### src/rtl/write_back_stage_pkg.sv
// -----------------------------------------------------------------------------
// write_back_stage_pkg
// Shared constants and types for the write-back stage of the 16-bit core.
//   - DATA_W / REG_AW       : datapath width and register address width
//   - CTRL_* indices        : positions of wbEn / memToReg / outEn inside the
//                             35-bit pipeline control bus; the WB stage keeps
//                             only the top slice starting at CTRL_WB_LSB
//   - out_state_t           : output-port FSM encoding (IDLE=0, PEND=1)
//   - select_result()       : write-back result mux
// No ports (package).
// -----------------------------------------------------------------------------
package write_back_stage_pkg;

  localparam int DATA_W = 16;
  localparam int REG_AW = 3;

  // Control bus layout: the write-back controls occupy the top three bits.
  localparam int CTRL_W              = 35;
  localparam int CTRL_WB_EN_BIT      = 32;
  localparam int CTRL_MEM_TO_REG_BIT = 33;
  localparam int CTRL_OUT_EN_BIT     = 34;
  localparam int CTRL_WB_LSB         = CTRL_WB_EN_BIT;
  localparam int WB_CTRL_W           = CTRL_W - CTRL_WB_LSB;

  typedef enum logic [0:0] {
    OUT_IDLE = 1'b0,
    OUT_PEND = 1'b1
  } out_state_t;

  // Loads return memory data, everything else returns the ALU result.
  function automatic logic [DATA_W-1:0] select_result(
    input logic              mem_to_reg,
    input logic [DATA_W-1:0] read_data,
    input logic [DATA_W-1:0] alu_result
  );
    return mem_to_reg ? read_data : alu_result;
  endfunction

endpackage

### src/rtl/write_back_stage_out_port_reg.sv
// -----------------------------------------------------------------------------
// out_port_reg
// Output-port register with valid/ready handshake and the stall term for an
// OUT instruction that cannot yet be loaded into the port.
// Ports:
//   clk, rst   : clock, asynchronous active-low reset
//   out_req    : WB register holds a valid OUT instruction
//   res        : write-back result (value to present on the port)
//   outReady   : consumer accepts outPort this cycle
//   outPort    : port data (stable while outValid=1 and outReady=0)
//   outValid   : port holds an unaccepted value
//   stall      : a new OUT waits behind an unaccepted one
// -----------------------------------------------------------------------------
module out_port_reg
  import write_back_stage_pkg::*;
(
  input  logic              clk,
  input  logic              rst,
  input  logic              out_req,
  input  logic [DATA_W-1:0] res,
  input  logic              outReady,
  output logic [DATA_W-1:0] outPort,
  output logic              outValid,
  output logic              stall
);

  out_state_t        state_r;
  out_state_t        state_next_s;
  logic              load_s;
  logic [DATA_W-1:0] port_r;

  // State register; reset discards any pending value at once.
  always_ff @(posedge clk or negedge rst) begin
    if (!rst) begin
      state_r <= OUT_IDLE;
    end else begin
      state_r <= state_next_s;
    end
  end

  // Next-state logic: PEND is left only when the consumer takes the value
  // and no replacement OUT is waiting in the WB register.
  always_comb begin
    state_next_s = state_r;
    case (state_r)
      OUT_IDLE: begin
        if (out_req) state_next_s = OUT_PEND;
        else         state_next_s = OUT_IDLE;
      end
      OUT_PEND: begin
        if (outReady && !out_req) state_next_s = OUT_IDLE;
        else                      state_next_s = OUT_PEND;
      end
      default: state_next_s = OUT_IDLE;
    endcase
  end

  // Output logic: port load enable, stall and valid flag.
  always_comb begin
    load_s   = 1'b0;
    stall    = 1'b0;
    outValid = 1'b0;
    case (state_r)
      OUT_IDLE: begin
        load_s = out_req;
      end
      OUT_PEND: begin
        outValid = 1'b1;
        // A replacement value may enter only in the cycle the old one leaves.
        load_s   = out_req & outReady;
        stall    = out_req & ~outReady;
      end
      default: begin
        load_s = 1'b0;
      end
    endcase
  end

  // Port data register.
  always_ff @(posedge clk or negedge rst) begin
    if (!rst) begin
      port_r <= {DATA_W{1'b0}};
    end else if (load_s) begin
      port_r <= res;
    end else begin
      port_r <= port_r;
    end
  end

  assign outPort = port_r;

endmodule

### src/rtl/write_back_stage.sv
// -----------------------------------------------------------------------------
// write_back_stage
// Final pipeline stage: MEM/WB register, result select, register-file write
// back to decode, and the OUT port (via out_port_reg).
// Ports:
//   clk, rst                 : clock, asynchronous active-low reset
//   memValid ... memOutEn    : instruction presented by the memory stage
//   stall                    : hold memory stage and earlier stages
//   regWrite, Rdst, writeData: register-file write port toward decode
//   outPort, outValid        : output port, valid/ready handshake
//   outReady                 : consumer accepts outPort this cycle
// Optional build macro WB_FORWARD_EN adds fwdValid/fwdRdst/fwdData for the
// execute-stage forwarding mux.
// -----------------------------------------------------------------------------
module write_back_stage
  import write_back_stage_pkg::*;
(
  input  logic              clk,
  input  logic              rst,
  input  logic              memValid,
  input  logic [DATA_W-1:0] memAluResult,
  input  logic [DATA_W-1:0] memReadData,
  input  logic [REG_AW-1:0] memRdst,
  input  logic              memWbEn,
  input  logic              memMemToReg,
  input  logic              memOutEn,
  output logic              stall,
  output logic              regWrite,
  output logic [REG_AW-1:0] Rdst,
  output logic [DATA_W-1:0] writeData,
  output logic [DATA_W-1:0] outPort,
  output logic              outValid,
  input  logic              outReady
`ifdef WB_FORWARD_EN
  ,
  output logic              fwdValid,
  output logic [REG_AW-1:0] fwdRdst,
  output logic [DATA_W-1:0] fwdData
`endif
);

  localparam int WB_EN_IDX      = CTRL_WB_EN_BIT      - CTRL_WB_LSB;
  localparam int MEM_TO_REG_IDX = CTRL_MEM_TO_REG_BIT - CTRL_WB_LSB;
  localparam int OUT_EN_IDX     = CTRL_OUT_EN_BIT     - CTRL_WB_LSB;

  logic                 valid_r;
  logic [DATA_W-1:0]    alu_r;
  logic [DATA_W-1:0]    rdata_r;
  logic [REG_AW-1:0]    rdst_r;
  logic [WB_CTRL_W-1:0] ctrl_r;
  logic [WB_CTRL_W-1:0] ctrl_in_s;
  logic [DATA_W-1:0]    res_s;
  logic                 out_req_s;

  // Pack the incoming control flags into their control-bus slice.
  always_comb begin
    ctrl_in_s                 = {WB_CTRL_W{1'b0}};
    ctrl_in_s[WB_EN_IDX]      = memWbEn;
    ctrl_in_s[MEM_TO_REG_IDX] = memMemToReg;
    ctrl_in_s[OUT_EN_IDX]     = memOutEn;
  end

  // MEM/WB pipeline register; frozen while an OUT waits for the port.
  always_ff @(posedge clk or negedge rst) begin
    if (!rst) begin
      valid_r <= 1'b0;
      alu_r   <= {DATA_W{1'b0}};
      rdata_r <= {DATA_W{1'b0}};
      rdst_r  <= {REG_AW{1'b0}};
      ctrl_r  <= {WB_CTRL_W{1'b0}};
    end else if (!stall) begin
      valid_r <= memValid;
      alu_r   <= memAluResult;
      rdata_r <= memReadData;
      rdst_r  <= memRdst;
      ctrl_r  <= ctrl_in_s;
    end else begin
      valid_r <= valid_r;
      alu_r   <= alu_r;
      rdata_r <= rdata_r;
      rdst_r  <= rdst_r;
      ctrl_r  <= ctrl_r;
    end
  end

  assign res_s     = select_result(ctrl_r[MEM_TO_REG_IDX], rdata_r, alu_r);
  assign out_req_s = valid_r & ctrl_r[OUT_EN_IDX];

  // A stalled instruction must not write yet: it retires (and writes) only in
  // the cycle its OUT value is taken into the port register.
  assign regWrite  = valid_r & ctrl_r[WB_EN_IDX] & ~stall;
  assign Rdst      = rdst_r;
  assign writeData = res_s;

`ifdef WB_FORWARD_EN
  assign fwdValid = regWrite;
  assign fwdRdst  = rdst_r;
  assign fwdData  = res_s;
`endif

  out_port_reg u_out_port_reg (
    .clk      (clk),
    .rst      (rst),
    .out_req  (out_req_s),
    .res      (res_s),
    .outReady (outReady),
    .outPort  (outPort),
    .outValid (outValid),
    .stall    (stall)
  );

endmodule
### config.mk
export PLATFORM = sky130hd
export DESIGN_NAME = write_back_stage
export DESIGN_NICKNAME = d
export VERILOG_FILES = /design/src/rtl/write_back_stage_pkg.sv /design/src/rtl/write_back_stage_out_port_reg.sv /design/src/rtl/write_back_stage.sv
export SDC_FILE = /design/constraint.sdc
export NUM_CORES = 1
export LEC_CHECK = 0
export BUFFER_PORTS_ARGS = -buffer_cell sky130_fd_sc_hd__buf_2
export CORE_ASPECT_RATIO = 0.7
export CORE_MARGIN = 5
export CORE_UTILIZATION = 40
export CTS_BUF_LIST = sky130_fd_sc_hd__clkbuf_4
export CTS_CLUSTER_DIAMETER = 80
export CTS_CLUSTER_SIZE = 20
export DETAILED_ROUTE_END_ITERATION = 12
export MAX_ROUTING_LAYER = met4
export PLACE_DENSITY = 0.65
export SLEW_MARGIN = 20
export SYNTH_ARGS = -nofsm -noshare
export SYNTH_HDL_FRONTEND = slang
export SYNTH_SLANG_ARGS = --single-unit
### constraint.sdc
create_clock -name clk -period 1.49 [get_ports clk]
set_clock_uncertainty 0.2 [all_clocks]
set_input_delay 0.298 -clock clk [delete_from_list [all_inputs] [get_ports clk]]
set_output_delay 0.298 -clock clk [all_outputs]
set_load 0.05 [all_outputs]
## Word-level counts from Yosys, hierarchy flattened

Cells that the tools add are included.

| word-level totals | value |
|---|---|
| flip-flop bits (word level) | 56 |
| input bits | 42 |
| output and inout bits | 38 |
| word-level logic and storage cells | 24 |

| operators by class | value |
|---|---|
| muxes and demuxes | 7 |
| bitwise gates (word level) | 8 |
| reduce and logical (&&, ||, !) cells | 2 |

Operator list:

| operator | number |
|---|---|
| 16-bit 2-to-1 mux | 1 |
| 1-bit AND | 5 |
| 1-bit 2-to-1 mux | 4 |
| 1-bit case mux with 2 select lines | 2 |
| 1-bit inverter | 3 |
| 1-bit logical AND | 1 |
| 1-bit logical NOT | 1 |

## Logic depth before layout (Yosys ltp)

Gate-level depths: netlist of run 1.

| logic depth | value |
|---|---|
| depth after elaboration | 5 |
| mapped depth | 4 |
| depth with buffers taken out | 3 |

## Hierarchy

From an unflattened synthesis of run 1, not the netlist that was laid out.

| unflattened totals | value |
|---|---|
| cell total of the unflattened synthesis | 141 |
| area total of the unflattened synthesis | 2,412.3 µm² |

By module, submodules not included:

| module | times used | cells an instance | area each (µm²) | sequential area each (µm²) |
|---|---|---|---|---|
| write_back_stage | 1 | 102 | 1,712.9 | 975.9 |
| out_port_reg | 1 | 39 | 699.4 | 425.4 |

## Worst setup path before layout of run 1

No wires, ideal clock.

| timing path | value |
|---|---|
| kind | register to output |
| start | register u_out_port_reg.state_r |
| end | output port stall |
| arrival time | 1.504 ns |
| data required time | 0.992 ns |
| setup slack | -0.512 ns |
| cell stages (with the launch flop) | 5 |
| buffers on the path | 1 |
| path through | dfrtp_1 > nor2b_4 > nand3_4 > buf_6 > inv_1 |

| between the ends | value |
|---|---|
| longest elaborated chain between the ends | 1 |

RTL lines:

| what | line | source |
|---|---|---|
| start, declared | write_back_stage_out_port_reg.sv:27 | `out_state_t state_r;` |
| start signal, assigned | write_back_stage_out_port_reg.sv:37 | `state_r <= state_next_s;` |
| 1-bit 2-to-1 mux | write_back_stage_out_port_reg.sv:63 | `case (state_r)` |
| end, declared | write_back_stage.sv:27 | `output logic stall,` |

Every way passes these cells.

## Final worst setup path of run 1

| timing path | value |
|---|---|
| start | register ctrl_r[1] |
| end | output port writeData[11] |

| between the ends | value |
|---|---|
| longest elaborated chain between the ends | 1 |

RTL lines:

| what | line | source |
|---|---|---|
| start, declared | write_back_stage.sv:50 | `logic [WB_CTRL_W-1:0] ctrl_r;` |
| start signal, assigned | write_back_stage.sv:70 | `ctrl_r <= {WB_CTRL_W{1'b0}};` |
| start signal, assigned | write_back_stage.sv:76 | `ctrl_r <= ctrl_in_s;` |
| start signal, assigned | write_back_stage.sv:82 | `ctrl_r <= ctrl_r;` |
| 16-bit 2-to-1 mux | write_back_stage_pkg.sv:36 | `return mem_to_reg ? read_data : alu_result;` |
| end, declared | write_back_stage.sv:30 | `output logic [DATA_W-1:0] writeData,` |

Every way passes these cells.

==> results of run 1 <==
## worst max-delay path, stage by stage, from the launching register on
cell	delay, ps
dfrtp_2	480
clkbuf_16	190
mux2_4	310
buf_6	160
## cell usage after synthesis
| library cell | count |
|---|---|
| nor2b_4 | 1 |
| mux2_2 | 12 |
| inv_1 | 1 |
| nand3_4 | 1 |
| mux2_4 | 57 |
| nand2b_1 | 2 |
| nand2_2 | 1 |
| buf_6 | 5 |
| and3_2 | 1 |
| buf_12 | 1 |
| dfrtp_1 | 56 |
| nor2_4 | 1 |
| buf_8 | 1 |
| a21o_1 | 1 |
## timing repair
| action | in CTS | in global routing |
|---|---|---|
| cloned | 6 | 1 |
| gates resized for setup | 78 | 33 |
| setup endpoints to repair | 91 | 93 |
| setup buffers | 10 | 17 |
| hold buffers | 40 | 0 |
| hold endpoints to repair | 95 | 0 |
| pin swaps | 2 | 1 |
## final cells by class
cell class | count | share of cell area
Sequential cell | 56 | 0.3326
Inverter | 1 | 0.001779
Multi-Input combinational cell | 77 | 0.2636
Timing Repair Buffer | 156 | 0.3682
Clock buffer | 6 | 0.01067
Tap cell | 78 | 0.02312
## metal layers
layer,global-route usage,vias to the layer above,wire (um)
li1,-,811,-
met1,0.2142,818,3051
met2,0.2634,53,3093
met3,0.03691,5,273
met4,0.02717,0,34
met5,-,-,0
## state kept, by name, indices dropped and copies added, names as in the netlist
register                flops
Rdst                        3
u_out_port_reg.state_r      1
alu_r                      16
u_out_port_reg.outPort     16
rdata_r                    16
ctrl_r                      3
valid_r                     1
## cell families (layout without fill, tap and decap cells)
group / after synthesis / in the layout / share of synthesized area
buffers and inverters: 8 / 163 / 0.03709
AOI/OAI and AO/OA: 1 / 1 / 0.002929
muxes: 69 / 69 / 0.3865
and+or+nand+nor: 7 / 7 / 0.02684
DFF: 56 / 56 / 0.5466
## cell usage in the layout, fill, tap and decap left out, drive strengths merged
cell / count
buf: 115
mux2: 69
dfrtp: 56
dlygate4sd3: 40
clkbuf: 7
nand2b: 2
nor2b: 1
nand3: 1
clkinvlp: 1
and3: 1
a21o: 1
nand2: 1
nor2: 1
## worst max path at each step
stage,start,slack [ps],cells after the start,end
final,ctrl_r[1],-500,3,writeData[11]
after global routing,ctrl_r[1],-570,3,writeData[11]
after CTS,ctrl_r[1],-550,3,writeData[14]
after detailed placement,outReady,-160,5,regWrite
after global placement,outReady,-140,5,regWrite
after floorplan,u_out_port_reg.state_r,-280,4,regWrite
## stage by stage
stage / worst slack [ps] / utilization / instances / area [sq um]
after global routing: -566.7 / 0.6789 / 374 / 4220
after global placement: -135.7 / 0.5038 / 300 / 3132
after detailed placement: -163.0 / 0.5038 / 300 / 3132
final: -499.1 / 0.6789 / 374 / 4220
after floorplan: -281.8 / - / 141 / 2591
after CTS: -546.2 / 0.6562 / 362 / 4079
## power by group through the flow
stage / registers (W) / clock network (W) / logic (W)
floorplan: 0.00227 / 0 / 0.000644
global placement: 0.00184 / 0 / 0.00142
detailed placement: 0.00185 / 0 / 0.00142
CTS: 0.00183 / 0.000654 / 0.00176
global route: 0.00188 / 0.000715 / 0.00206
finish: 0.00185 / 0.000617 / 0.00197
==> flow_metrics.env, run 1 <==
export IMPL_netlist_area_sq_um=2564
export IMPL_violations="setup timing"
export IMPL_layout_setup_ws_ps=-499.1
export IMPL_tightest_slew_ps=300.8
export IMPL_fmax_ghz=0.5027
export IMPL_grt_pass1_vias=1884
export IMPL_clkTransAtPathRegs_ps=140
export IMPL_period_needed_ps=1989
export IMPL_dieArea_sq_um=8136
export IMPL_clockBufferDepth=2
export IMPL_grt_overflow_total=0
export IMPL_ioPinCount=80
export IMPL_critical_path_class="flip-flop to primary output"
export IMPL_status="finished, violations left"
export IMPL_layout_drive_gt1_share=0.6723
export IMPL_critPathCaptureType="primary output"
export IMPL_ys_ff_latch=56
export IMPL_fin_hold_ws_ps=235.7
export IMPL_hpwl_um=3608
export IMPL_internal_power_w=0.002892
export IMPL_synthesis_nets=183
export IMPL_nFillCells=428
export IMPL_finalPower_w=0.004440
export IMPL_fin_nets=339
export IMPL_cts_tree="yes"
export IMPL_p_per_area_nw_per_um2=1052
export IMPL_p_leak_nw=2.144
export IMPL_synth_distinct_cells=14
export IMPL_h_tree_depth=2
export IMPL_drtAntennaViolNets=0
export IMPL_cts_sinks=56
export IMPL_row_count=24
export IMPL_p_sw_frac=0.3485
export IMPL_firstDrtPassIters=4
export IMPL_critPathMaxFanout=7
export IMPL_finalWirelength_um=6452
export IMPL_cap_violations=0
export IMPL_switchingPower_w=0.001547
export IMPL_start_util=0.4124
export IMPL_r2r_start="u_out_port_reg.state_r"
export IMPL_yosysWarnings=0
export IMPL_tns_ps=-21670
export IMPL_yosys_area_top_type="dfrtp_1"
export IMPL_required_ps=990
export IMPL_rsz0062_at_grt="true"
export IMPL_p_comb_frac=0.444
export IMPL_avgSynthCellArea_sq_um=18.18
export IMPL_startpoint_type="flip-flop"
export IMPL_gp_congestion=0.7087
export IMPL_synthTopCellsByArea="dfrtp_1 55%, mux2_4 33%, mux2_2 5.3%, buf_6 2.2%, buf_12 0.78%"
export IMPL_ff2ff_setup_slack_ps=-360
export IMPL_vias_per_cell=4.511
export IMPL_drt_initial_drc_count=29
export IMPL_syn_instance_count=141
export IMPL_post_route_drc_count=0
export IMPL_setup_viol=71
export IMPL_area_growth_synth_to_final_pct=64.62
export IMPL_numCtsBuffers=5
export IMPL_grt_pass1_wl_um=10030
export IMPL_grt_antenna_before_repair=0
export IMPL_r2r_end="u_out_port_reg.outPort[10]"
export IMPL_hold_path_class="primary input to asynchronous set/reset pin"
export IMPL_core_sq_um=6216
export IMPL_cts_root_buf="clkbuf_4"
export IMPL_fin_crit_sh=1.335
export IMPL_vdd_ir_drop_max_v=0.0006949
export IMPL_max_slew_margin_rel=0.7994
export IMPL_p_seq_frac=0.417
export IMPL_port_buffers=79
export IMPL_grt_max_degree=57
export IMPL_insertedDiodeCount=0
export IMPL_clockPowerShare=0.139
export IMPL_insertion_delay_ps=360
export IMPL_track_usage=0.1627
export IMPL_drv_slew=0
export IMPL_multi_input_area_sq_um=1112
export IMPL_die_width_um=105.7
export IMPL_ys_seq_area_frac=0.5466
export IMPL_seqCellArea_sq_um=1404
export IMPL_num_vias=1687
export IMPL_dieHeight_um=76.98
export IMPL_reg2reg_depth=7
export IMPL_synth_top_area_frac=0.5466
export IMPL_wl_per_cell_um=17.25
export IMPL_critPathArrivalTime_ps=1490
export IMPL_hold_viol=0
(Power assumes the default switching activity.)
==> run 2, diff against run 1 <==
--- a/config.mk
+++ b/config.mk
@@ -14,7 +14,7 @@
 export CTS_CLUSTER_SIZE = 20
 export DETAILED_ROUTE_END_ITERATION = 12
 export MAX_ROUTING_LAYER = met4
-export PLACE_DENSITY = 0.65
+export PLACE_DENSITY = 0.66
 export SLEW_MARGIN = 20
 export SYNTH_ARGS = -nofsm -noshare
 export SYNTH_HDL_FRONTEND = slang
==> flow_metrics.env, run 2 (same netlist as run 1, synthesis figures left out) <==
export IMPL_r2r_start="u_out_port_reg.state_r"
export IMPL_row_count=24
export IMPL_setup_viol=72
export IMPL_wl_per_cell_um=16.82
export IMPL_core_sq_um=6216
export IMPL_hpwl_um=3660
export IMPL_critPathMaxFanout=5
export IMPL_startpoint_type="flip-flop"
export IMPL_ff2ff_setup_slack_ps=-370
export IMPL_finalWirelength_um=6359
export IMPL_status="finished, violations left"
export IMPL_layout_setup_ws_ps=-537.8
export IMPL_drv_slew=0
export IMPL_gp_congestion=0.6726
export IMPL_grt_pass1_wl_um=10160
export IMPL_cts_root_buf="clkbuf_4"
export IMPL_dieArea_sq_um=8136
export IMPL_required_ps=990
export IMPL_place_area_sq_um=3127
export IMPL_r2r_end="u_out_port_reg.outPort[3]"
export IMPL_violations="setup timing"
export IMPL_tightest_slew_ps=301.9
export IMPL_fin_nets=341
export IMPL_fin_hold_ws_ps=226.7
export IMPL_numCtsBuffers=5
export IMPL_die_width_um=105.7
export IMPL_start_util=0.4124
export IMPL_critical_path_class="flip-flop to primary output"
export IMPL_track_usage=0.1627
export IMPL_vias_per_cell=4.474
export IMPL_reg2reg_depth=7
export IMPL_fmax_ghz=0.4931
export IMPL_clkTransAtPathRegs_ps=160
export IMPL_p_leak_nw=2.155
export IMPL_grt_max_degree=57
export IMPL_drtAntennaViolNets=0
export IMPL_final_common_cell="mux2_4"
export IMPL_critPathCaptureType="primary output"
export IMPL_insertedDiodeCount=0
export IMPL_port_buffers=79
export IMPL_cts_sinks=56
export IMPL_post_route_drc_count=0
export IMPL_max_slew_margin_rel=0.7988
export IMPL_layout_drive_gt1_share=0.6800
export IMPL_ioPinCount=80
export IMPL_design_area_sq_um=4248
export IMPL_grt_overflow_total=0
export IMPL_num_vias=1691
export IMPL_h_tree_depth=2
export IMPL_vdd_ir_drop_max_v=0.0006220
export IMPL_insertion_delay_ps=370
export IMPL_firstDrtPassIters=4
export IMPL_clockBufferDepth=2
export IMPL_critPathArrivalTime_ps=1530
export IMPL_fin_crit_sh=1.361
export IMPL_drt_initial_drc_count=24
export IMPL_period_needed_ps=2028
export IMPL_cap_violations=0
export IMPL_dieHeight_um=76.98
export IMPL_rsz0062_at_grt="true"
export IMPL_grt_pass1_vias=1968
export IMPL_hold_path_class="primary input to asynchronous set/reset pin"
export IMPL_p_per_area_nw_per_um2=1100
export IMPL_final_cell_mix="68 x mux2_4, 54 x dfrtp_1, 41 x buf_2"
export IMPL_hold_viol=0
export IMPL_area_growth_synth_to_final_pct=65.69
export IMPL_cts_tree="yes"
export IMPL_grt_antenna_before_repair=0
run 2: cell count changes in the layout (fill, tap and decap cells not counted), sizes merged:
cell | previous run | this run
clkinv | 0 | 1
bufinv | 0 | 1
buf | 115 | 118
clkbuf | 7 | 5
clkinvlp | 1 | 2
run 2: report_power, final:
part           internal [W]  switching (W)
logic               0.00101       0.000981
registers           0.00171       0.000149
clock network      0.000351       0.000473
run 2: per-stage QoR:
step / power (W) / utilization / setup TNS, ps / setup slack (ps) / std cells
finish: 0.004673 / 0.6834 / -23760 / -537.8 / 378
global route: 0.004891 / 0.6834 / -28630 / -598.8 / 378
CTS: 0.004589 / 0.6636 / -18870 / -551.0 / 367
detailed placement: 0.003264 / 0.5030 / -5585 / -145.2 / 301
global placement: 0.003255 / 0.5030 / -4226 / -126.0 / 301
floorplan: 0.002917 / - / -9923 / -281.8 / 141
run 2: area by class of cell:
| type | count | area [sq um] |
|---|---|---|
| clock buffers | 5 | 37.54 |
| clock inverters | 3 | 42.54 |
| fillers | 438 | 1968 |
| inverters | 1 | 7.507 |
| multi-input cells | 77 | 1120 |
| flip-flops and latches | 56 | 1404 |
| well taps | 78 | 97.59 |
| repair buffers | 158 | 1539 |
run 2: how the worst max path moves through the flow:
stage                                       from           end  slack [ps]  cells after the start
after global routing                   ctrl_r[1]  writeData[1]        -600                      3
after floorplan           u_out_port_reg.state_r      regWrite        -280                      4
after CTS                              ctrl_r[1]  writeData[3]        -550                      3
after detailed placement                outReady      regWrite        -150                      5
after global placement                 ctrl_r[1]  writeData[0]        -130                      3
final                                  ctrl_r[1]  writeData[3]        -540                      3
run 2: layer usage:
| metal | global-route usage | up-vias | share of wire |
|---|---|---|---|
| met5 | - | - | 0 |
| met4 | 0.03493 | 0 | 0.0069 |
| met3 | 0.03104 | 5 | 0.037 |
| met2 | 0.2608 | 43 | 0.49 |
| met1 | 0.2172 | 826 | 0.47 |
| li1 | - | 817 | - |
run 2: what timing repair did:
item | in CTS | in global routing
hold buffers | 40 | 0
buffers inserted | 17 | 16
pin swaps | 1 | 1
gates resized for setup | 105 | 21
endpoints found under the hold margin | 95 | 0
cloned | 3 | 0
endpoints found under the setup margin | 88 | 92
run 2: worst max-delay path, stage by stage, from the launching register on:
cell,delay (ps)
dfrtp_2,520
buf_12,170
mux2_4,320
buf_6,160
==> run 3, diff against run 2 <==
--- a/config.mk
+++ b/config.mk
@@ -8,13 +8,12 @@
 export BUFFER_PORTS_ARGS = -buffer_cell sky130_fd_sc_hd__buf_2
 export CORE_ASPECT_RATIO = 0.7
 export CORE_MARGIN = 5
-export CORE_UTILIZATION = 40
+export CORE_UTILIZATION = 48
 export CTS_BUF_LIST = sky130_fd_sc_hd__clkbuf_4
 export CTS_CLUSTER_DIAMETER = 80
 export CTS_CLUSTER_SIZE = 20
 export DETAILED_ROUTE_END_ITERATION = 12
-export MAX_ROUTING_LAYER = met4
-export PLACE_DENSITY = 0.66
+export PLACE_DENSITY = 0.78
 export SLEW_MARGIN = 20
 export SYNTH_ARGS = -nofsm -noshare
 export SYNTH_HDL_FRONTEND = slang
==> constraint.sdc (replaced) <==
create_clock -name clk -period 1.49 [get_ports clk]
set_clock_uncertainty 0.2 [all_clocks]
set_input_delay 0.0745 -clock clk [delete_from_list [all_inputs] [get_ports clk]]
set_output_delay 0.0745 -clock clk [all_outputs]
set_load 0.05 [all_outputs]
==> flow_metrics.env, run 3 (same netlist as run 1, synthesis figures left out) <==
export IMPL_violations="hold timing, setup timing"
export IMPL_setup_viol=71
export IMPL_dieArea_sq_um=6926
export IMPL_h_tree_depth=2
export IMPL_preCtsSetupSlack_ps=-23.30
export IMPL_dieHeight_um=71.15
export IMPL_fin_crit_sh=1.196
export IMPL_cap_violations=0
export IMPL_required_ps=1220
export IMPL_finalPower_w=0.004301
export IMPL_p_seq_frac=0.425
export IMPL_tns_ps=-8484
export IMPL_fin_nets=322
export IMPL_post_route_drc_count=0
export IMPL_internal_power_w=0.002769
export IMPL_area_growth_synth_to_final_pct=53.05
export IMPL_core_sq_um=5202
export IMPL_critPathCaptureType="primary output"
export IMPL_finalWirelength_um=6082
export IMPL_row_count=22
export IMPL_critPathMaxFanout=7
export IMPL_clkTransAtPathRegs_ps=170
export IMPL_die_width_um=97.35
export IMPL_track_usage=0.1856
export IMPL_nFillCells=318
export IMPL_layout_setup_ws_ps=-292.2
export IMPL_startpoint_type="flip-flop"
export IMPL_tightest_slew_ps=299.0
export IMPL_cts_hold_buf=41
export IMPL_numCtsBuffers=5
export IMPL_vdd_ir_drop_max_v=0.0007646
export IMPL_cts_sinks=56
export IMPL_switchingPower_w=0.001533
export IMPL_dp_cells=294
export IMPL_gp_congestion=0.7451
export IMPL_layout_drive_gt1_share=0.6441
export IMPL_critPathArrivalTime_ps=1510
export IMPL_rsz0062_at_grt="true"
export IMPL_hold_path_class="primary input to flip-flop"
export IMPL_clockPowerShare=0.193
export IMPL_p_per_area_nw_per_um2=1096
export IMPL_grt_max_degree=57
export IMPL_clockBufferDepth=2
export IMPL_num_vias=1689
export IMPL_start_util=0.4928
export IMPL_ioPinCount=80
export IMPL_grt_pass1_vias=1933
export IMPL_p_sw_frac=0.3563
export IMPL_multi_input_area_sq_um=1116
export IMPL_grt_overflow_total=0
export IMPL_wl_per_cell_um=17.23
export IMPL_max_slew_margin_rel=0.8007
export IMPL_hpwl_um=3602
export IMPL_port_buffers=79
export IMPL_drtAntennaViolNets=0
export IMPL_p_leak_nw=2.008
export IMPL_status="finished, violations left"
export IMPL_grt_pass1_wl_um=10100
export IMPL_final_common_cell="mux2_4"
export IMPL_grt_antenna_before_repair=0
export IMPL_insertion_delay_ps=380
export IMPL_cts_root_buf="clkbuf_4"
export IMPL_fmax_ghz=0.5611
export IMPL_p_comb_frac=0.382
export IMPL_cts_tree="yes"
export IMPL_drv_slew=0
export IMPL_drt_initial_drc_count=28
export IMPL_insertedDiodeCount=0
export IMPL_layout_cells_non_filler=353
export IMPL_fin_hold_ws_ps=-74.52
export IMPL_hold_viol=1
export IMPL_critical_path_class="flip-flop to primary output"
export IMPL_period_needed_ps=1782
export IMPL_firstDrtPassIters=4
export IMPL_vias_per_cell=4.785
export IMPL_seqCellArea_sq_um=1403
export IMPL_final_cell_mix="69 x mux2_4, 61 x buf_2, 55 x dfrtp_1"
## run 3: cell count changes in the layout (fill, tap and decap cells not counted), moves of 6 or more
cell / previous run / this run
buf_6: 40 / 23
buf_4: 17 / 1
buf_8: 12 / 6
buf_2: 41 / 61
## run 3: timing repair
item,4_1_cts,5_1_grt
gates cloned,4,0
pin swaps,1,1
endpoints found under the setup margin,67,73
buffers inserted,10,4
hold endpoints to repair,95,1
resized for setup,68,11
## run 3: layout make-up
cell class | instances | share of cell area
Clock buffer | 5 | 0.009566
Inverter | 1 | 0.001913
Sequential cell | 56 | 0.3575
Tap cell | 72 | 0.02296
Multi-Input combinational cell | 77 | 0.2844
Clock inverter | 3 | 0.01084
Timing Repair Buffer | 139 | 0.3128
## run 3: metal layers
metal  wire length (um)  up-vias  GRT usage
li1                   -      773          -
met1               2652      861     0.2351
met2               3046       51     0.3257
met3                352        4    0.05222
met4                 31        0    0.03226
met5                  0        -          0
## run 3: worst paths after layout
kind                            cells after the start  slack [ps]        from                         end
worst max-delay path                                3        -290   ctrl_r[1]                writeData[2]
worst min-delay path                                4         -70    outReady      u_out_port_reg.state_r
worst max register to register                      4        -160   ctrl_r[1]   u_out_port_reg.outPort[2]
worst min register to register                      1         330  rdata_r[9]                  rdata_r[9]
max in group asynchronous                           4         210         rst      u_out_port_reg.state_r
min in group asynchronous                           4         620         rst  u_out_port_reg.outPort[15]
## run 3: per-stage QoR
step	area, sq um	utilization	hold slack, ps
global placement	3109	0.5976	-103.6
CTS	4004	0.7696	13.93
floorplan	2572	-	-421.1
finish	3924	0.7542	-74.52
global route	3924	0.7542	-59.73
detailed placement	3109	0.5976	-101.7
## run 3: power groups by stage
| stage | Combinational (W) | Sequential [W] | Clock (W) |
|---|---|---|---|
| CTS | 0.00167 | 0.00182 | 0.000848 |
| detailed placement | 0.00141 | 0.00184 | 0 |
| global route | 0.00171 | 0.00185 | 0.000914 |
| floorplan | 0.000625 | 0.00227 | 0 |
| global placement | 0.00139 | 0.00184 | 0 |
| finish | 0.00164 | 0.00183 | 0.000828 |
## run 3: worst max-delay path: stages (launching register included)
cell	delay, ps
dfrtp_1	440
buf_6	180
mux2_4	340
buf_8	160
